<file path="src/rtl/ula_op_sequencer.sv">
// Command/operand sequencer for the 6-bit ULA: accepts one operation per handshake,
// drives the ULA for one stable cycle, captures its result and presents it downstream.
module ula_op_sequencer #(
    parameter int WIDTH = 6,
    parameter int CNT_W = 8
) (
    input  logic             clk,
    input  logic             reset,
    input  logic             in_valid,
    output logic             in_ready,
    input  logic [WIDTH-1:0] in_a,
    input  logic [WIDTH-1:0] in_b,
    input  logic [3:0]       in_op,
    input  logic             in_chain,
    output logic [WIDTH-1:0] alu_a,
    output logic [WIDTH-1:0] alu_b,
    output logic             alu_mode,
    output logic [2:0]       alu_oper,
    output logic             alu_reset,
    input  logic [WIDTH-1:0] alu_o,
    input  logic             alu_overflow,
    input  logic             alu_zero,
    output logic             out_valid,
    input  logic             out_ready,
    output logic [WIDTH-1:0] res_o,
    output logic             res_overflow,
    output logic             res_zero,
    output logic             sticky_ovf,
    input  logic             clear_sticky,
    output logic [CNT_W-1:0] op_count
);

    typedef enum logic [1:0] {IDLE, DRIVE, CAPTURE, DONE} state_t;

    state_t           state_q;
    logic             in_ready_q;
    logic             out_valid_q;
    logic [WIDTH-1:0] alu_a_q;
    logic [WIDTH-1:0] alu_b_q;
    logic             alu_mode_q;
    logic [2:0]       alu_oper_q;
    logic             alu_reset_q;
    logic [WIDTH-1:0] res_o_q;
    logic             res_overflow_q;
    logic             res_zero_q;
    logic             sticky_ovf_q;
    logic [CNT_W-1:0] op_count_q;
    logic             have_result_q;

    logic [WIDTH-1:0] alu_a_d;
    logic             res_overflow_d;
    logic [CNT_W-1:0] op_count_d;

    // Chaining only substitutes the previous result once one exists.
    assign alu_a_d        = (in_chain && have_result_q) ? res_o_q : in_a;
    assign res_overflow_d = alu_mode_q ? 1'b0 : alu_overflow;
    assign op_count_d     = op_count_q + CNT_W'(1);

    always_ff @(posedge clk) begin
        if (reset) begin
            state_q        <= IDLE;
            in_ready_q     <= 1'b1;
            out_valid_q    <= 1'b0;
            alu_a_q        <= '0;
            alu_b_q        <= '0;
            alu_mode_q     <= 1'b0;
            alu_oper_q     <= '0;
            alu_reset_q    <= 1'b1;
            res_o_q        <= '0;
            res_overflow_q <= 1'b0;
            res_zero_q     <= 1'b0;
            sticky_ovf_q   <= 1'b0;
            op_count_q     <= '0;
            have_result_q  <= 1'b0;
        end else begin
            if (clear_sticky) begin
                sticky_ovf_q <= 1'b0;
            end
            case (state_q)
                IDLE: begin
                    if (in_valid) begin
                        alu_a_q     <= alu_a_d;
                        alu_b_q     <= in_b;
                        alu_mode_q  <= in_op[3];
                        alu_oper_q  <= in_op[2:0];
                        alu_reset_q <= 1'b0;
                        in_ready_q  <= 1'b0;
                        state_q     <= DRIVE;
                    end
                end
                DRIVE: begin
                    state_q <= CAPTURE;
                end
                CAPTURE: begin
                    res_o_q        <= alu_o;
                    res_zero_q     <= alu_zero;
                    res_overflow_q <= res_overflow_d;
                    // A same-edge set overrides clear_sticky above.
                    if (res_overflow_d) begin
                        sticky_ovf_q <= 1'b1;
                    end
                    have_result_q  <= 1'b1;
                    op_count_q     <= op_count_d;
                    alu_reset_q    <= 1'b1;
                    out_valid_q    <= 1'b1;
                    state_q        <= DONE;
                end
                DONE: begin
                    if (out_ready) begin
                        out_valid_q <= 1'b0;
                        in_ready_q  <= 1'b1;
                        state_q     <= IDLE;
                    end
                end
                default: begin
                    state_q <= IDLE;
                end
            endcase
        end
    end

    assign in_ready     = in_ready_q;
    assign out_valid    = out_valid_q;
    assign alu_a        = alu_a_q;
    assign alu_b        = alu_b_q;
    assign alu_mode     = alu_mode_q;
    assign alu_oper     = alu_oper_q;
    assign alu_reset    = alu_reset_q;
    assign res_o        = res_o_q;
    assign res_overflow = res_overflow_q;
    assign res_zero     = res_zero_q;
    assign sticky_ovf   = sticky_ovf_q;
    assign op_count     = op_count_q;

endmodule

</file>
<file path="config.mk">
export PLATFORM = sky130hd
export DESIGN_NAME = ula_op_sequencer
export DESIGN_NICKNAME = d
export VERILOG_FILES = /design/src/rtl/ula_op_sequencer.sv
export SDC_FILE = /design/constraint.sdc
export NUM_CORES = 1
export LEC_CHECK = 0
export CORE_AREA = 2 2 63 65
export DETAILED_ROUTE_END_ITERATION = 10
export DIE_AREA = 0 0 65 67
export PLACE_DENSITY_LB_ADDON = 0.05
export SLEW_MARGIN = 10
export SYNTH_ARGS = -nofsm -noshare
export SYNTH_HDL_FRONTEND = slang
export SYNTH_SLANG_ARGS = --single-unit
</file>
<file path="constraint.sdc">
create_clock -name clk -period 4.1 [get_ports clk]
set_input_delay 0.615 -clock clk [delete_from_list [all_inputs] [get_ports clk]]
set_output_delay 0.615 -clock clk [all_outputs]
set_load 0.01 [all_outputs]
</file>
==> results of run 1 <==
==> metal layers <==
layer,wire (um),up-vias
met5,0,-
met4,56,0
met3,288,7
met2,1790,48
met1,1600,643
li1,-,728
==> metrics by stage <==
step | setup WS, ns | power [uW] | instances | util (%)
finish | 2.03 | 1310 | 290 | 65.2
global route | 1.80 | 1410 | 290 | 65.2
CTS | 2.02 | 1330 | 290 | 65.2
detailed placement | 1.72 | 1040 | 282 | 62.4
global placement | 1.81 | 1020 | 282 | 62.4
floorplan | 2.76 | 823 | 177 | -
==> power by group through the flow <==
stage	Clock (uW)	Sequential, uW	Combinational (uW)
floorplan	0	563	260
global placement	0	539	483
detailed placement	0	543	499
CTS	293	536	501
global route	310	547	551
finish	280	536	495
==> final timing paths <==
kind / startpoint / end / slack [ns] / cells after the start
worst min register to register: alu_b[5] / alu_b[5] / 0.46 / 2
worst max register to register: state_q[0] / alu_a[1] / 2.19 / 5
worst min-delay path: alu_b[5] / alu_b[5] / 0.46 / 2
worst max-delay path: in_valid / alu_a[1] / 2.03 / 4
==> kinds of logic (layout without fill, tap and decap cells) <==
kind of cell,Yosys count,after routing,synth area share [%]
mux,9,9,5.79
simple gates,73,73,20.9
buf+inv,12,77,3.81
fa+ha+maj,6,6,4.76
xor+xnor,4,4,2.22
flops,39,39,49.5
compound gates,34,34,13.1
==> area by class of cell <==
type / instances / area (um^2) / area share [%]
Multi-Input combinational cell: 126 / 737 / 31.3
Inverter: 2 / 7.51 / 0.319
Clock buffer: 8 / 100 / 4.26
Timing Repair Buffer: 67 / 666 / 28.3
Tap cell: 48 / 60.1 / 2.55
Sequential cell: 39 / 781 / 33.2
==> layout by cell type (no fill, tap or decap), types with 3 or more instances in the layout <==
| cell type | Yosys | layout |
|---|---|---|
| a21oi_1 | 20 | 20 |
| or3_1 | 3 | 3 |
| dfxtp_1 | 39 | 39 |
| nor2_1 | 23 | 23 |
| clkdlybuf4s50_1 | 0 | 65 |
| nand3_1 | 7 | 7 |
| o21ai_0 | 3 | 3 |
| xor2_1 | 3 | 3 |
| ha_1 | 6 | 6 |
| nand2_1 | 31 | 31 |
| a311oi_1 | 7 | 7 |
| nand2b_1 | 4 | 4 |
| mux2i_1 | 8 | 8 |
| clkbuf_8 | 0 | 7 |
==> critical path, stage by stage <==
cell and delay, ns:
clkdlybuf4s50_1 0.49, and2_0 0.80, nor2_1 0.09, a311oi_1 0.26
==> state kept, by name (all words and copies together) (netlist names) <==
name and cells:
out_valid 1, res_o 6, res_overflow 1, have_result_q 1, alu_mode 1, state_q 2
alu_a 6, res_zero 1, alu_oper 3, alu_reset 1, sticky_ovf 1, alu_b 6
op_count 8, in_ready 1
==> flow_metrics.tcl, run 1 <==
set metrics [dict create \
    grt_pass1_wl_um 6170 \
    clkLatencyLatePin_ns 0.29 \
    criticalPathCategory "in2reg" \
    grt_max_degree 40 \
    synth_top_area_share_pct 49.5 \
    groute.usage.overall_pct 18.7 \
    place_congestion 0.764 \
    leakage_uw 0.000874 \
    fillers 304 \
    synth_seq_area_share_pct 49.5 \
    met3_usage_pct 6.93 \
    synth_area_leader_cell "dfxtp_1" \
    skew_ns 0.00637 \
    dr.pass1.iters 4 \
    vias_per_cell 4.92 \
    layout_min_cycle_time_ns 2.07 \
    synth_cells 177 \
    io_pins 66 \
    die_area_um2 4360 \
    port_buffers 65 \
    use_met1_pct 20.1 \
    ys_types 27 \
    power_density_nw_per_um2 558 \
    worstPathRequired_ns 4.31 \
    hold_viol_final 0 \
    grt_pass1_vias 1412 \
    ir_drop_mv 0.323 \
    cts-buffers-inserted 5 \
    area_delta_synth_final_pct 49.0 \
    intPower_uw 879 \
    die_w_um 65 \
    hold_path_class "reg2reg" \
    relSlewSlack_pct 32.5 \
    fin_nets 277 \
    worstPathArrival_ns 2.27 \
    worst_slew_pin_slew_ns 1.01 \
    grt_util_met2_pct 33.2 \
    ys_async_sr_fraction_pct 0 \
    htree_levels 2 \
    grt_antenna_before_repair 0 \
    clk_transition_reported_paths_ns 0.07 \
    ys_seq_elements 39 \
    slew_viol_final 0 \
    synth-edff-count 0 \
    wl_um 3730 \
    endpoint_kind "flop" \
    final_antenna_net_count 0 \
    start_util_pct 43.8 \
    core_um2 3610 \
    die_h_um 67 \
    hold_ws_ns 0.457 \
    timing.max_cap.violations 0 \
    synth_warnings 0 \
    status "completed" \
    rsz0062_at_grt "no" \
    place_area_um2 2250 \
    cts-resized-gates 0 \
    top_usage_layer "met2" \
    p_comb_share_pct 37.7 \
    stdcell_area_um2 2350 \
    synth_common_cells "39 x dfxtp_1, 31 x nand2_1, 23 x nor2_1" \
    clock-sinks 39 \
    grt_overflow 0 \
    tns_ns 0 \
    drc_errors 0 \
    rows 22 \
    net-switching-power_uw 432 \
    min_period_over_period_pct 50.4 \
    power_frac_clock_pct 21.4 \
    drt-wirelength-per-cell_um 12.9 \
    drive_gt1_share_pct 4.55 \
    pwr-share-seq_pct 40.9 \
    syn_area_um2 1580 \
    tritoncts "built" \
    drt-initial-drc-count 78 \
    switching_share_pct 32.9 \
    cts_root_buf "clkbuf_8" \
    antennaDiodeCount 0 \
    ctsHoldBuffers 0 \
    synth.most_common_cell "dfxtp_1" \
    cp-start-kind "input pin" \
    hpwlAfterDp_um 2680 \
    vias 1426 \
    post-cts-setup-buffers 0 \
    fmax_mhz 484 \
    synth_flop_cell "dfxtp_1" \
    clockBufferDepth 2 \
    avgSynthCellArea_um2 8.91 \
    setup_viol 0 \
    cp_max_fo 22 \
    synthTopCellsByArea "dfxtp_1 49%, nand2_1 7.4%, a21oi_1 6.3%" \
    synth_nets 213 \
]
No activity file was read; power rests on OpenSTA's default activity.
==> run 2, diff against run 1 <==
--- a/config.mk
+++ b/config.mk
@@ -5,9 +5,9 @@
 export SDC_FILE = /design/constraint.sdc
 export NUM_CORES = 1
 export LEC_CHECK = 0
-export CORE_AREA = 2 2 63 65
+export CORE_AREA = 2 2 65 67
 export DETAILED_ROUTE_END_ITERATION = 10
-export DIE_AREA = 0 0 65 67
+export DIE_AREA = 0 0 67 69
 export PLACE_DENSITY_LB_ADDON = 0.05
 export SLEW_MARGIN = 10
 export SYNTH_ARGS = -nofsm -noshare
==> constraint.sdc (replaced) <==
create_clock -name clk -period 2 [get_ports clk]
set_input_delay 0.3 -clock clk [delete_from_list [all_inputs] [get_ports clk]]
set_output_delay 0.3 -clock clk [all_outputs]
set_load 0.01 [all_outputs]
==> flow_metrics.tcl, run 2 (synthesis results as in run 1) <==
set metrics [dict create \
    worstPathArrival_ns 1.32 \
    hold_ws_ns 0.458 \
    vias 1453 \
    path_buf_inv 1 \
    grt_pass1_vias 1476 \
    hold_viol_final 0 \
    post-cts-setup-buffers 0 \
    worst_slew_pin_slew_ns 0.395 \
    r2r_setup_slack_ns 0.41 \
    reg2reg_depth 5 \
    worstPathRequired_ns 1.70 \
    endpoint_kind "output port" \
    core_um2 3910 \
    drive_gt1_share_pct 5.35 \
    fmax_mhz 617 \
    slowest_stage "clkdlybuf4s50_1" \
    stdcell_area_um2 2340 \
    whs_endpoint "alu_oper[0]" \
    dr.pass1.iters 4 \
    cts-buffers-inserted 5 \
    status "completed" \
    grt_max_degree 40 \
    relSlewSlack_pct 73.7 \
    clk_transition_reported_paths_ns 0.08 \
    final_antenna_net_count 0 \
    port_buffers 65 \
    grt_antenna_before_repair 0 \
    io_pins 66 \
    grt_pass1_wl_um 6420 \
    hpwlAfterDp_um 2790 \
    r2r_end "out_valid" \
    timing.max_cap.violations 0 \
    groute.usage.overall_pct 18.1 \
    power_density_nw_per_um2 1130 \
    crit_chain "clkdlybuf4s50_1" \
    slowest_delay_ns 0.58 \
    p_comb_share_pct 38.8 \
    skew_ns 0.00541 \
    min_period_over_period_pct 81.0 \
    criticalPathCategory "reg2out" \
    finalNonFillerCells 293 \
    cp_max_fo 4 \
    r2r-start "state_q[0]" \
    setup_viol 0 \
    power_frac_clock_pct 19.5 \
    drc_errors 0 \
    rsz0062_at_grt "no" \
    layout_common_cells "65 x clkdlybuf4s50_1, 39 x dfxtp_1, 31 x nand2_1" \
    die_area_um2 4620 \
    wl_um 3780 \
    pwr-share-seq_pct 41.7 \
    hold_path.startpoint "alu_oper[0]" \
    ir_drop_mv 0.672 \
    drt-wirelength-per-cell_um 12.9 \
    cts-resized-gates 0 \
    grt_overflow 0 \
    start_util_pct 40.3 \
    clkLatencyLatePin_ns 0.29 \
    cts_root_buf "clkbuf_8" \
    total_power_uw 2640 \
    clockBufferDepth 2 \
    antennaDiodeCount 0 \
    rows 23 \
    drt-initial-drc-count 68 \
    intPower_uw 1730 \
    switching_share_pct 34.2 \
    final_common_cell "clkdlybuf4s50_1" \
    fin_nets 278 \
    area_delta_synth_final_pct 48.6 \
    clock-sinks 39 \
    place_congestion 0.740 \
    largest_register_ffs 8 \
    die_w_um 67 \
    die_h_um 69 \
    slew_viol_final 0 \
    vias_per_cell 4.96 \
    net-switching-power_uw 904 \
    htree_levels 2 \
    place_area_um2 2260 \
    layout_min_cycle_time_ns 1.62 \
    cp-start-kind "flop" \
    ctsHoldBuffers 0 \
    cp_top_family "buffers and inverters" \
    tritoncts "built" \
    hold_path_class "reg2reg" \
    tns_ns 0 \
    place_inst 285 \
    holdPathStages 2 \
    leakage_uw 0.000875 \
]
run 2: worst max path at each step:
stage	startpoint	to	slack, ns	cells past startpoint
floorplan	state_q[0]	op_count[7]	0.66	6
global placement	in_valid	alu_a[2]	0.47	5
detailed placement	in_valid	alu_a[2]	0.39	5
CTS	op_count[2]	op_count[2]	0.36	1
global route	state_q[0]	out_valid	0.31	5
finish	op_count[0]	op_count[0]	0.38	1
run 2: stage by stage:
stage          setup slack, ns  util [%]
6_report                 0.379      59.9
5_1_grt                  0.306      59.9
4_1_cts                  0.362      59.9
3_5_place_dp             0.392      57.8
3_3_place_gp             0.465      57.8
2_1_floorplan            0.660         -
run 2: final cells by class:
type / instances / area, um^2
repair buffers: 68 / 673
fillers: 349 / 1570
multi-input cells: 126 / 737
flip-flops and latches: 39 / 781
well taps: 50 / 62.6
inverters: 2 / 7.51
clock inverters: 3 / 15.0
clock buffers: 5 / 68.8
run 2: metal layers:
| metal | GRT usage [%] | vias up | share of wire (%) |
|---|---|---|---|
| met1 | 20.8 | 673 | 41 |
| li1 | - | 729 | - |
| met3 | 7.50 | 6 | 7.5 |
| met2 | 29.3 | 45 | 50 |
| met5 | 0 | - | 0 |
| met4 | 7.26 | 0 | 1.8 |
run 2: power by group through the flow:
| stage | Clock [uW] | Combinational (uW) | Sequential, uW |
|---|---|---|---|
| 2_1_floorplan | 0 | 533 | 1150 |
| 3_3_place_gp | 0 | 1010 | 1110 |
| 3_5_place_dp | 0 | 1030 | 1120 |
| 4_1_cts | 533 | 1040 | 1100 |
| 5_1_grt | 575 | 1140 | 1130 |
| 6_report | 514 | 1020 | 1100 |
==> run 3, diff against run 2 <==
--- a/config.mk
+++ b/config.mk
@@ -5,9 +5,9 @@
 export SDC_FILE = /design/constraint.sdc
 export NUM_CORES = 1
 export LEC_CHECK = 0
-export CORE_AREA = 2 2 65 67
+export CORE_AREA = 2 2 68 70
 export DETAILED_ROUTE_END_ITERATION = 10
-export DIE_AREA = 0 0 67 69
+export DIE_AREA = 0 0 70 72
 export PLACE_DENSITY_LB_ADDON = 0.05
 export SLEW_MARGIN = 10
 export SYNTH_ARGS = -nofsm -noshare
==> constraint.sdc (replaced) <==
create_clock -name clk -period 1.36 [get_ports clk]
set_input_delay 0.204 -clock clk [delete_from_list [all_inputs] [get_ports clk]]
set_output_delay 0.204 -clock clk [all_outputs]
set_load 0.01 [all_outputs]
==> flow_metrics.tcl, run 3 (synthesis results as in run 1) <==
set metrics [dict create \
    net-switching-power_uw 1420 \
    cp_max_fo 4 \
    relSlewSlack_pct 83.2 \
    r2r-start "state_q[0]" \
    layout_common_cells "36 x dlygate4sd2_1, 34 x dfxtp_1, 31 x nand2_1" \
    hold_path_class "reg2reg" \
    utilization_pct 58.9 \
    leakage_uw 0.00112 \
    die_h_um 72 \
    ir_drop_mv 0.817 \
    reg2reg_depth 5 \
    switching_share_pct 33.6 \
    fin_nets 292 \
    tritoncts "built" \
    clockBufferDepth 2 \
    wl_um 3970 \
    ctsHoldBuffers 0 \
    hpwlAfterDp_um 2910 \
    dr.pass1.iters 4 \
    core_um2 4260 \
    dpl_worst_slack_ns -0.103 \
    area_delta_synth_final_pct 59.3 \
    grt_pass1_wl_um 6570 \
    status "completed" \
    drt-wirelength-per-cell_um 12.8 \
    criticalPathCategory "reg2reg" \
    cts-buffers-inserted 5 \
    min_period_over_period_pct 94.9 \
    die_w_um 70 \
    start_util_pct 37.0 \
    worstPathRequired_ns 1.55 \
    cts_root_buf "clkbuf_8" \
    cp-startpoint "state_q[0]" \
    endpoint_kind "flop" \
    timing.max_cap.violations 0 \
    cp_top_family "compound AO/OA/AOI/OAI gates" \
    slowest_delay_ns 0.34 \
    r2r_end "state_q[0]" \
    clk_transition_reported_paths_ns 0.07 \
    vias_per_cell 4.78 \
    drt-initial-drc-count 38 \
    skew_ns 0.00266 \
    grt_max_degree 40 \
    largest_register_ffs 8 \
    port_buffers 65 \
    slew_viol_final 0 \
    pwr-share-seq_pct 38.1 \
    layout_min_cycle_time_ns 1.29 \
    drc_errors 0 \
    fillers 376 \
    crit_chain "buf_4 > ha_1 > nand2b_1 > a21oi_1 > a311oi_1" \
    power_density_nw_per_um2 1690 \
    grt_pass1_vias 1422 \
    cp.depth 5 \
    die_area_um2 5040 \
    intPower_uw 2820 \
    fmax_mhz 775 \
    endpoint "state_q[0]" \
    final_common_cell "dlygate4sd2_1" \
    p_comb_share_pct 42.0 \
    clock-sinks 39 \
    path_buf_inv 1 \
    setup_ws_ns 0.0689 \
    rows 24 \
    antennaDiodeCount 0 \
    setup_viol 0 \
    io_pins 66 \
    final_antenna_net_count 0 \
    vias 1476 \
    worstPathArrival_ns 1.48 \
    groute.usage.overall_pct 16.4 \
    r2r_setup_slack_ns 0.07 \
    place_congestion 0.830 \
    hold_viol_final 0 \
    htree_levels 2 \
    slowest_stage "dfxtp_2" \
    place_inst 300 \
    power_frac_clock_pct 19.9 \
    worst_slew_pin_slew_ns 0.251 \
    drive_gt1_share_pct 15.2 \
    finalNonFillerCells 309 \
    clkLatencyLatePin_ns 0.29 \
    grt_overflow 0 \
    grt_antenna_before_repair 0 \
    cp-start-kind "flop" \
    rsz0062_at_grt "yes" \
]
-- run 3: cell types whose count changed in the layout (fill, tap and decap cells not counted), sizes merged --
cell | previous run | this run
clkbuf | 5 | 8
clkinv | 3 | 0
clkdlybuf4s50 | 65 | 29
dlygate4sd2 | 0 | 36
buf | 3 | 17
-- run 3: cell type report --
type,count,area (um^2),area share (%)
flip-flops and latches,39,787,31.3
repair buffers,82,772,30.7
multi-input cells,126,779,31.0
clock buffers,8,100,3.98
inverters,2,10.0,0.398
well taps,52,65.1,2.59
-- run 3: power groups by stage --
stage | combinational [uW] | sequential, uW | clock (uW)
floorplan | 785 | 1700 | 0
global placement | 1740 | 1620 | 0
detailed placement | 1810 | 1630 | 0
CTS | 1760 | 1610 | 875
global route | 1950 | 1650 | 925
finish | 1780 | 1610 | 846
-- run 3: routing by layer --
metal  track usage, %  share of wire (%)  up-vias
li1                 -                  -      758
met1             18.0                 41      667
met2             30.1                 52       44
met3             3.89                5.3        7
met4             7.69                1.8        0
met5                0                  0        -
-- run 3: worst min-delay path by stage --
| stage | from | to | slack (ns) | cells past startpoint |
|---|---|---|---|---|
| floorplan | in_b[0] | alu_b[0] | 0.34 | 2 |
| global placement | alu_b[0] | alu_b[0] | 0.44 | 2 |
| detailed placement | alu_oper[1] | alu_oper[1] | 0.45 | 2 |
| CTS | in_b[2] | alu_b[2] | 0.45 | 3 |
| global route | in_b[2] | alu_b[2] | 0.45 | 3 |
| finish | alu_b[3] | alu_b[3] | 0.45 | 2 |
-- run 3: worst reg2reg max path: stages, from the launching register on --
cell      delay (ns)
dfxtp_2         0.34
buf_4           0.14
ha_1            0.21
nand2b_1        0.15
a21oi_1         0.09
a311oi_1        0.27
-- run 3: what timing repair did --
action,4_1_cts,5_1_grt
resized for setup,49,5
buffers inserted,1,0
gates cloned,0,1
pin swaps,0,1
endpoints found under the setup margin,46,7
-- run 3: metrics by stage --
step,total power (uW),instance area [um^2],hold slack (ns),setup TNS [ns]
4_1_cts,4240,2500,0.447,0
2_1_floorplan,2480,1580,0.340,0
6_report,4240,2510,0.454,0
3_3_place_gp,3360,2400,0.441,-0.118
3_5_place_dp,3430,2400,0.450,-0.920
5_1_grt,4530,2510,0.455,-0.0106
